File: src/rtl/uart_rx.sv
// 8N1 UART receiver with a two-flop input synchronizer, glitch rejection and break handling.
// Define UART_RX_PARITY_EN to receive 8E1 frames (even parity bit after data bit 7).
module uart_rx #(
  parameter int CLKS_PER_BIT = 868
) (
  input  logic       clk,
  input  logic       reset_n,
  input  logic       rx,
  output logic       rx_dv,
  output logic [7:0] rx_byte,
  output logic       frame_err,
  output logic       busy,
  output logic [2:0] dbg_state
);

  localparam int CW = (CLKS_PER_BIT > 1) ? $clog2(CLKS_PER_BIT) : 1;
  localparam logic [CW-1:0] CNT_HALF = CW'(CLKS_PER_BIT / 2 - 1);
  localparam logic [CW-1:0] CNT_LAST = CW'(CLKS_PER_BIT - 1);
  localparam logic [CW-1:0] CNT_ONE  = CW'(1);

  typedef enum logic [2:0] {
    S_IDLE   = 3'd0,
    S_START  = 3'd1,
    S_DATA   = 3'd2,
    S_STOP   = 3'd3,
`ifdef UART_RX_PARITY_EN
    S_PARITY = 3'd5,
`endif
    S_BREAK  = 3'd4
  } state_t;

  state_t          state_q, state_d;
  logic            sync1_q, sync2_q;
  logic [CW-1:0]   clk_cnt_q, clk_cnt_d;
  logic [2:0]      bit_idx_q, bit_idx_d;
  logic [7:0]      shift_q, shift_d;
  logic [7:0]      rx_byte_q, rx_byte_d;
  logic            rx_dv_q, rx_dv_d;
  logic            frame_err_q, frame_err_d;
  logic            busy_q, busy_d;
`ifdef UART_RX_PARITY_EN
  logic            par_q, par_d;
`endif
  logic            rx_s;

  assign rx_s = sync2_q;

  always_comb begin
    state_d     = state_q;
    clk_cnt_d   = clk_cnt_q;
    bit_idx_d   = bit_idx_q;
    shift_d     = shift_q;
    rx_byte_d   = rx_byte_q;
    rx_dv_d     = 1'b0;
    frame_err_d = 1'b0;
`ifdef UART_RX_PARITY_EN
    par_d       = par_q;
`endif
    case (state_q)
      S_IDLE: begin
        if (!rx_s) begin
          state_d   = S_START;
          clk_cnt_d = '0;
        end
      end
      S_START: begin
        // Re-check the line at mid start bit so short low glitches are dropped.
        if (clk_cnt_q == CNT_HALF) begin
          clk_cnt_d = '0;
          if (!rx_s) begin
            state_d   = S_DATA;
            bit_idx_d = 3'd0;
          end else begin
            state_d = S_IDLE;
          end
        end else begin
          clk_cnt_d = clk_cnt_q + CNT_ONE;
        end
      end
      S_DATA: begin
        if (clk_cnt_q == CNT_LAST) begin
          clk_cnt_d          = '0;
          shift_d[bit_idx_q] = rx_s;
          if (bit_idx_q == 3'd7) begin
`ifdef UART_RX_PARITY_EN
            state_d = S_PARITY;
`else
            state_d = S_STOP;
`endif
          end else begin
            bit_idx_d = bit_idx_q + 3'd1;
          end
        end else begin
          clk_cnt_d = clk_cnt_q + CNT_ONE;
        end
      end
`ifdef UART_RX_PARITY_EN
      S_PARITY: begin
        if (clk_cnt_q == CNT_LAST) begin
          clk_cnt_d = '0;
          par_d     = rx_s;
          state_d   = S_STOP;
        end else begin
          clk_cnt_d = clk_cnt_q + CNT_ONE;
        end
      end
`endif
      S_STOP: begin
        // Leaving at mid stop bit leaves half a bit to catch a back-to-back start edge.
        if (clk_cnt_q == CNT_LAST) begin
          clk_cnt_d = '0;
          if (rx_s) begin
            state_d = S_IDLE;
`ifdef UART_RX_PARITY_EN
            if (^{shift_q, par_q}) begin
              frame_err_d = 1'b1;
            end else begin
              rx_byte_d = shift_q;
              rx_dv_d   = 1'b1;
            end
`else
            rx_byte_d = shift_q;
            rx_dv_d   = 1'b1;
`endif
          end else begin
            frame_err_d = 1'b1;
            state_d     = S_BREAK;
          end
        end else begin
          clk_cnt_d = clk_cnt_q + CNT_ONE;
        end
      end
      S_BREAK: begin
        if (rx_s) begin
          state_d = S_IDLE;
        end
      end
      default: begin
        state_d   = S_IDLE;
        clk_cnt_d = '0;
      end
    endcase
    busy_d = (state_d != S_IDLE);
  end

  always_ff @(posedge clk or negedge reset_n) begin
    if (!reset_n) begin
      sync1_q     <= 1'b1;
      sync2_q     <= 1'b1;
      state_q     <= S_IDLE;
      clk_cnt_q   <= '0;
      bit_idx_q   <= 3'd0;
      shift_q     <= 8'h00;
      rx_byte_q   <= 8'h00;
      rx_dv_q     <= 1'b0;
      frame_err_q <= 1'b0;
      busy_q      <= 1'b0;
`ifdef UART_RX_PARITY_EN
      par_q       <= 1'b0;
`endif
    end else begin
      sync1_q     <= rx;
      sync2_q     <= sync1_q;
      state_q     <= state_d;
      clk_cnt_q   <= clk_cnt_d;
      bit_idx_q   <= bit_idx_d;
      shift_q     <= shift_d;
      rx_byte_q   <= rx_byte_d;
      rx_dv_q     <= rx_dv_d;
      frame_err_q <= frame_err_d;
      busy_q      <= busy_d;
`ifdef UART_RX_PARITY_EN
      par_q       <= par_d;
`endif
    end
  end

  assign rx_dv     = rx_dv_q;
  assign rx_byte   = rx_byte_q;
  assign frame_err = frame_err_q;
  assign busy      = busy_q;
  assign dbg_state = state_q;

endmodule

File: config.mk
export PLATFORM = sky130hd
export DESIGN_NAME = uart_rx
export DESIGN_NICKNAME = d
export VERILOG_FILES = /design/src/rtl/uart_rx.sv
export SDC_FILE = /design/constraint.sdc
export NUM_CORES = 1
export LEC_CHECK = 0
export CAP_MARGIN = 30
export CORE_UTILIZATION = 57
export DETAILED_ROUTE_END_ITERATION = 10
export PLACE_DENSITY = 0.84
export SYNTH_ARGS = -nofsm -noshare
export SYNTH_HDL_FRONTEND = slang
export SYNTH_SLANG_ARGS = --single-unit
File: constraint.sdc
create_clock -name clk -period 2.44 [get_ports clk]
set_clock_uncertainty 0.05 [all_clocks]
set_input_delay 0.366 -clock clk [delete_from_list [all_inputs] [get_ports clk]]
set_output_delay 0.366 -clock clk [all_outputs]
set_load 0.005 [all_outputs]
==> results.md, run 1 <==
* Synth Flop Type: dfrtp_1
* Power, Total at 1.07 mW
* Fin area at ~0.0022 sq mm
* TritonCTS clock tree: done
* Post-CTS sizing at 0
* DRC violations left at 0
* Post-DP HPWL at ~2.5 mm
* Syn_area_per_cell at 11.7 sq um
* Initial core utilization at 61.5%
* Worst slew margin at 52.7%
* Static leakage at slightly above 0.9 nW
* Fin. Hold Viols at 0
* IO Pins at 17
* Flop and latch count out of synthesis at 37
* Dpl cells at 220
* FF/Latch Area at 928 sq um
* Final setup fails at 0
* Fmax at roughly 430 MHz
* Minimum clock period at 2.32 ns
* Max-slew violation count at 0
* EDFF count, synth at 0
* Share of layout cells above drive strength 1 at 24.5%
* Skew-Pair Late Insertion Delay at between 0.3 and 0.4 ns
* Hold-fix buffers, CTS at 0
* Total GRT Usage at 22.1%
* Setup TNS at 0 ns
* Cells after synthesis at 165
* Syn_nets at 172
* Antenna Cells at 0
* Vias in the first global route at 1337
* RSZ-0062 raised after global routing: false
* Die height at ~60 um
* GRT overflow at 0
* Initial DRC Count at 27
* Max cap viols at 0
* Tcrit/Tclk final at between 90 and 100%
* DRT antenna net count at 0
* Mapped Area at 0.00192 sq mm
* Die ar. at 0.00361 sq mm
* Status: completed
* Total core area at 0.00313 sq mm
* Die width at 60.1 um
* Worst Path Required at 2.61 ns
* CP Launch Type: flop
* Worst path cell trace: ha_1 > ha_1 > and4bb_2 > and4_4 > or4_4 > or3_1
* Postcts setup bufs at 0
* Clk slew on worst S/H paths at ~0.1 ns
* Pin count of the biggest net entering global routing at 38
* Final cell count without fillers at 228
* Slowest stage delay, CP at a little over 0.5 ns
* IO Port Bufs at 16
* Clk root buf: clkbuf_4
* Clock Path Buffers at 2
* Most used cell, CP: ha_1
* PwrDens at 487 mW/mm^2
* CTS Sinks at 37
* Synth warn at 0
* Seq/Total Area, Yosys at 48.2%
* Crit path capture type: flop
* Area grow syn2layout at 13.6%
* Multi-input logic area at 912 sq um
* Detailed Routing Iterations Pass 1 at 4
* Synth unique cells at 57
* Most common cell after layout, fill and taps aside: dfrtp_1
* DP Area at ~0.0021 sq mm
* Crit path kind: reg -> reg
* Async SR Flop Fraction at 100%
* Total CTS buffers at 5
* First-pass GRT wire length at 5.94 mm
* Antenna violations before repair at 0
* Hold crit path type: reg -> reg
* Cell row count at 20
* DR vias/cell at between 5 and 6
* Worst Max-Slew Pin Slew at 0.709 ns
* Final RePlAce weighted congestion at 0.842
* DR vias at ~1400
* H-tree lvl count at 2
* NumNets Final at 190
* Total Wirelength at 3.50 mm
* Layout fillers at 222
* Routed len/inst at 15.4 um
* Most frequent cells in the layout: 35 x dfrtp_1, 16 x mux2_2, 16 x clkdlybuf4s50_1, 11 x nor2_1, 7 x nand2_1
* Worst vdd ir at 0.423 mV
* WP data arrival at 2.49 ns
* Crit-path slowest cell: or4_4
* CP Max Fanout at 7
## area by class of cell
class	count	area share [%]
flip-flops and latches	37	42.5
multi-input cells	114	41.7
repair buffers	19	8.36
clock buffers	7	2.52
well taps	44	2.52
clock inverters	1	1.37
inverters	6	1.03
## where the power goes
group / internal (mW) / switching (mW)
sequential: 0.616 / 0.00396
clock: 0.245 / 0.183
combinational: 0.00462 / 0.0128
total: 0.865 / 0.200
## cells in the mapped netlist, types with 2 or more instances
cell type  instances  area share [%]
dfrtp_1           35              46
mux2_2            16             9.4
nor2_1            11             2.1
nand2_1            7             1.4
inv_1              6             1.2
nand3_1            6             1.6
nand4_1            5             1.6
or3_1              5             1.6
buf_4              4             1.6
ha_1               4             2.6
o21ai_0            4             1.0
a21oi_1            3            0.78
mux2i_1            3             1.6
nor3_1             3            0.78
o211ai_1           3             1.2
xor2_1             3             1.4
and2_2             2            0.78
and4bb_2           2             1.3
buf_6              2             1.2
dfstp_2            2             2.7
nand2b_1           2            0.65
o2111ai_1          2            0.91
## registers in the layout, summed over array words and instances (netlist names), 3 cells and up
signal and count:
bit_idx_q 3, clk_cnt_q 10, dbg_state 3, rx_byte 8, shift_q 8
## worst max-delay path: cells and delay by family (launching register included)
family / cells / cell delay, ns
fa+ha+maj: 2 / 0.43
flops: 1 / 0.47
simple gates: 4 / 1.27
## per-layer routing
metal | wire (um) | vias to the layer above | GRT usage, % | share of wire (%)
li1 | - | 649 | - | -
met1 | 1620 | 683 | 28.5 | 46
met2 | 1740 | 26 | 36.9 | 50
met3 | 113 | 5 | 4.55 | 3.2
met4 | 36 | 0 | 7.31 | 1.0
met5 | 0 | - | 0 | 0
## cell families after synthesis
logic type	synth area share [%]
buf+inv	4.36
simple gates	20.9
flops	48.2
mux	11.5
fa+ha+maj	2.60
compound gates	10.5
xor+xnor	1.82
## metrics by stage
stage / utilization, % / hold WS (ns) / setup slack (ns)
final: 69.9 / 0.312 / 0.118
after global routing: 69.9 / 0.321 / 0.0543
after CTS: 69.9 / 0.315 / 0.122
after detailed placement: 67.2 / 0.297 / 0.137
after global placement: 67.2 / 0.297 / 0.219
after floorplan: - / 0.0204 / 0.258
## path summary, 6_finish.rpt
path | from | to | slack (ns) | cells past startpoint
min reg2reg | sync1_q | rx_s | 0.31 | 0
min | sync1_q | rx_s | 0.31 | 0
min in group asynchronous | reset_n | clk_cnt_q[7] | 0.38 | 2
max | bit_idx_q[0] | busy | 0.12 | 6
max in group asynchronous | reset_n | sync1_q | 1.62 | 2
max reg2reg | bit_idx_q[0] | busy | 0.12 | 6
No activity file was read; power rests on OpenSTA's default activity.
==> run 2: changes to the inputs <==
--- a/config.mk
+++ b/config.mk
@@ -5,7 +5,7 @@
 export SDC_FILE = /design/constraint.sdc
 export NUM_CORES = 1
 export LEC_CHECK = 0
-export CAP_MARGIN = 30
+export CAP_MARGIN = 20
 export CORE_UTILIZATION = 57
 export DETAILED_ROUTE_END_ITERATION = 10
 export PLACE_DENSITY = 0.84
==> results of run 2 <==
Final layout, timing and power as in run 1 (identical DEF).
==> edit: new RTL, flow settings as in run 2 <==
Change the parameter `CLKS_PER_BIT` from 868 to 434.
--- a/src/rtl/uart_rx.sv
+++ b/src/rtl/uart_rx.sv
@@ -3,3 +3,3 @@
 module uart_rx #(
-  parameter int CLKS_PER_BIT = 868
+  parameter int CLKS_PER_BIT = 434
 ) (
Function: no difference found for any inputs over 10 cycles, from zero or initial values and one cycle with reset_n low; that may be too few to reach the edited logic, so the function may still have changed.
==> edit against run 2 <==
Cell count fell by 11%; the run now ends with design-rule violations left; die area fell by 10%; maximum frequency rose by 2.8%; synthesized area fell by 10%; final area fell by 9.5%; largest power group unchanged; wire length fell by 6.1%; first-iteration DRC count rose by 52%; total power fell by 2.4%; sequential cell count fell by 1; setup slack improved by 0.063 ns; non-clock buffer count fell by 1.
==> edit: results (changes against run 2) <==
[yosys]
synthTopCellsByCount=dfrtp_1, mux2_1, nand2_1
synth_area_leaders=dfrtp_1, mux2_1, ha_1, dfstp_2, a21oi_1
syn-num-nets=162  ; -5.8%
ys_seq_area_share_pct=52.4  ; +4.2 points
ys_types=40  ; -30%

[global_route]
grt_usage_pct=23.8  ; +1.7 points
antenna_found_initial=0  ; unchanged
grt_max_degree=37  ; -2.6%
grt_pass1_wl_um=5750  ; -3.1%
grt_pass1_vias=1285  ; -3.9%

[run_status]
status=complete, but fails checks
failed_checks=design-rule violations

[drt]
drt_first_pass_iters=7  ; +3
vias_per_cell=6.16  ; +3.0%
drc=4  ; +4
dr.first_iter.drc_count=41  ; +52%
routed_wl_um=3290  ; -6.1%

[worst_setup_path]
arrival_ns=2.45  ; -0.04 ns
ff2ff_setup_slack_ns=0.18  ; +0.06 ns
crit_slowest_cell=or4b_4
critPathMaxStageDelay_ns=0.59  ; +0.08 ns
path_max_fanout=9  ; +2

[clock_network]
ctsLongestPathBuffers=2  ; unchanged
cts-root-buf=clkbuf_4
clk_latency_ns=0.35  ; +0.02 ns
cts_setup_buffers=0  ; unchanged
cts_inserted_buffers=5  ; unchanged

[layout]
final_nets=179  ; -5.8%
drive_gt1_share_pct=12.8  ; -12 points
largest_reg_flops=9  ; -1

[pwr]
peakVddDrop_uv=493  ; +17%
leakagePower_nw=0.884  ; -3.7%

[timing]
holdWs_ns=0.313  ; +0.000960 ns
relSlewSlack_pct=63.0  ; +10 points

[placement]
dp_hpwl_um=2300  ; -9.7%
place_congestion=0.858  ; +1.9%
portBuffers=16  ; unchanged
placed_area_mm2=0.00190  ; -9.6%

[min_path]
min_path_type=flip-flop to flip-flop

## edit: logic make-up after synthesis
| kind of cell | Yosys count | share of synthesized area [%] |
|---|---|---|
| fa+ha+maj | 5 | 3.63 |
| buf+inv | 16 | 4.06 |
| flops | 36 | 52.4 |
| compound gates | 30 | 11.6 |
| mux | 16 | 10.4 |
| simple gates | 51 | 17.9 |
## edit: power by group
part,internal (mW),switching [mW]
sequential,0.599,0.00392
combinational,0.00452,0.0114
clock,0.213,0.207
## edit: through the flow
step / total power, mW / util, % / instances / setup slack, ns
after floorplan: 0.615 / - / 154 / 0.408
after global placement: 0.631 / 67.7 / 195 / 0.287
after detailed placement: 0.632 / 67.7 / 195 / 0.187
after CTS: 1.05 / 70.5 / 203 / 0.177
after global routing: 1.07 / 70.5 / 203 / 0.0900
final: 1.04 / 70.5 / 203 / 0.181
## edit: final timing paths
path | cells after the start | endpoint | start
min in group asynchronous | 2 | rx_dv | reset_n
worst min-delay path | 0 | rx_s | sync1_q
worst min register to register | 0 | rx_s | sync1_q
max in group asynchronous | 2 | sync1_q | reset_n
worst max-delay path | 4 | rx_byte[7] | clk_cnt_q[6]
worst max register to register | 4 | rx_byte[7] | clk_cnt_q[6]
## edit: final cells by class
cell class | instances | area, um^2
fill | 210 | 827
clock buffer | 5 | 37.5
clock inverter | 3 | 42.5
timing repair buffer | 18 | 175
sequential | 36 | 903
tap | 31 | 38.8
inverter | 8 | 30.0
multi-input combinational | 102 | 751
## edit: layer usage
metal	vias to the layer above	routed length, um	global-route usage [%]
met3	10	125	7.03
met5	-	0	0
met1	619	1430	28.5
met4	0	78	12.2
li1	589	-	-
met2	32	1660	39.3
## edit: worst reg2reg max path, stage by stage (launching register included)
cell and delay [ns]:
dfrtp_1 0.45, or4b_4 0.59, nor2_2 0.17, and4_1 0.51
mux2_1 0.38
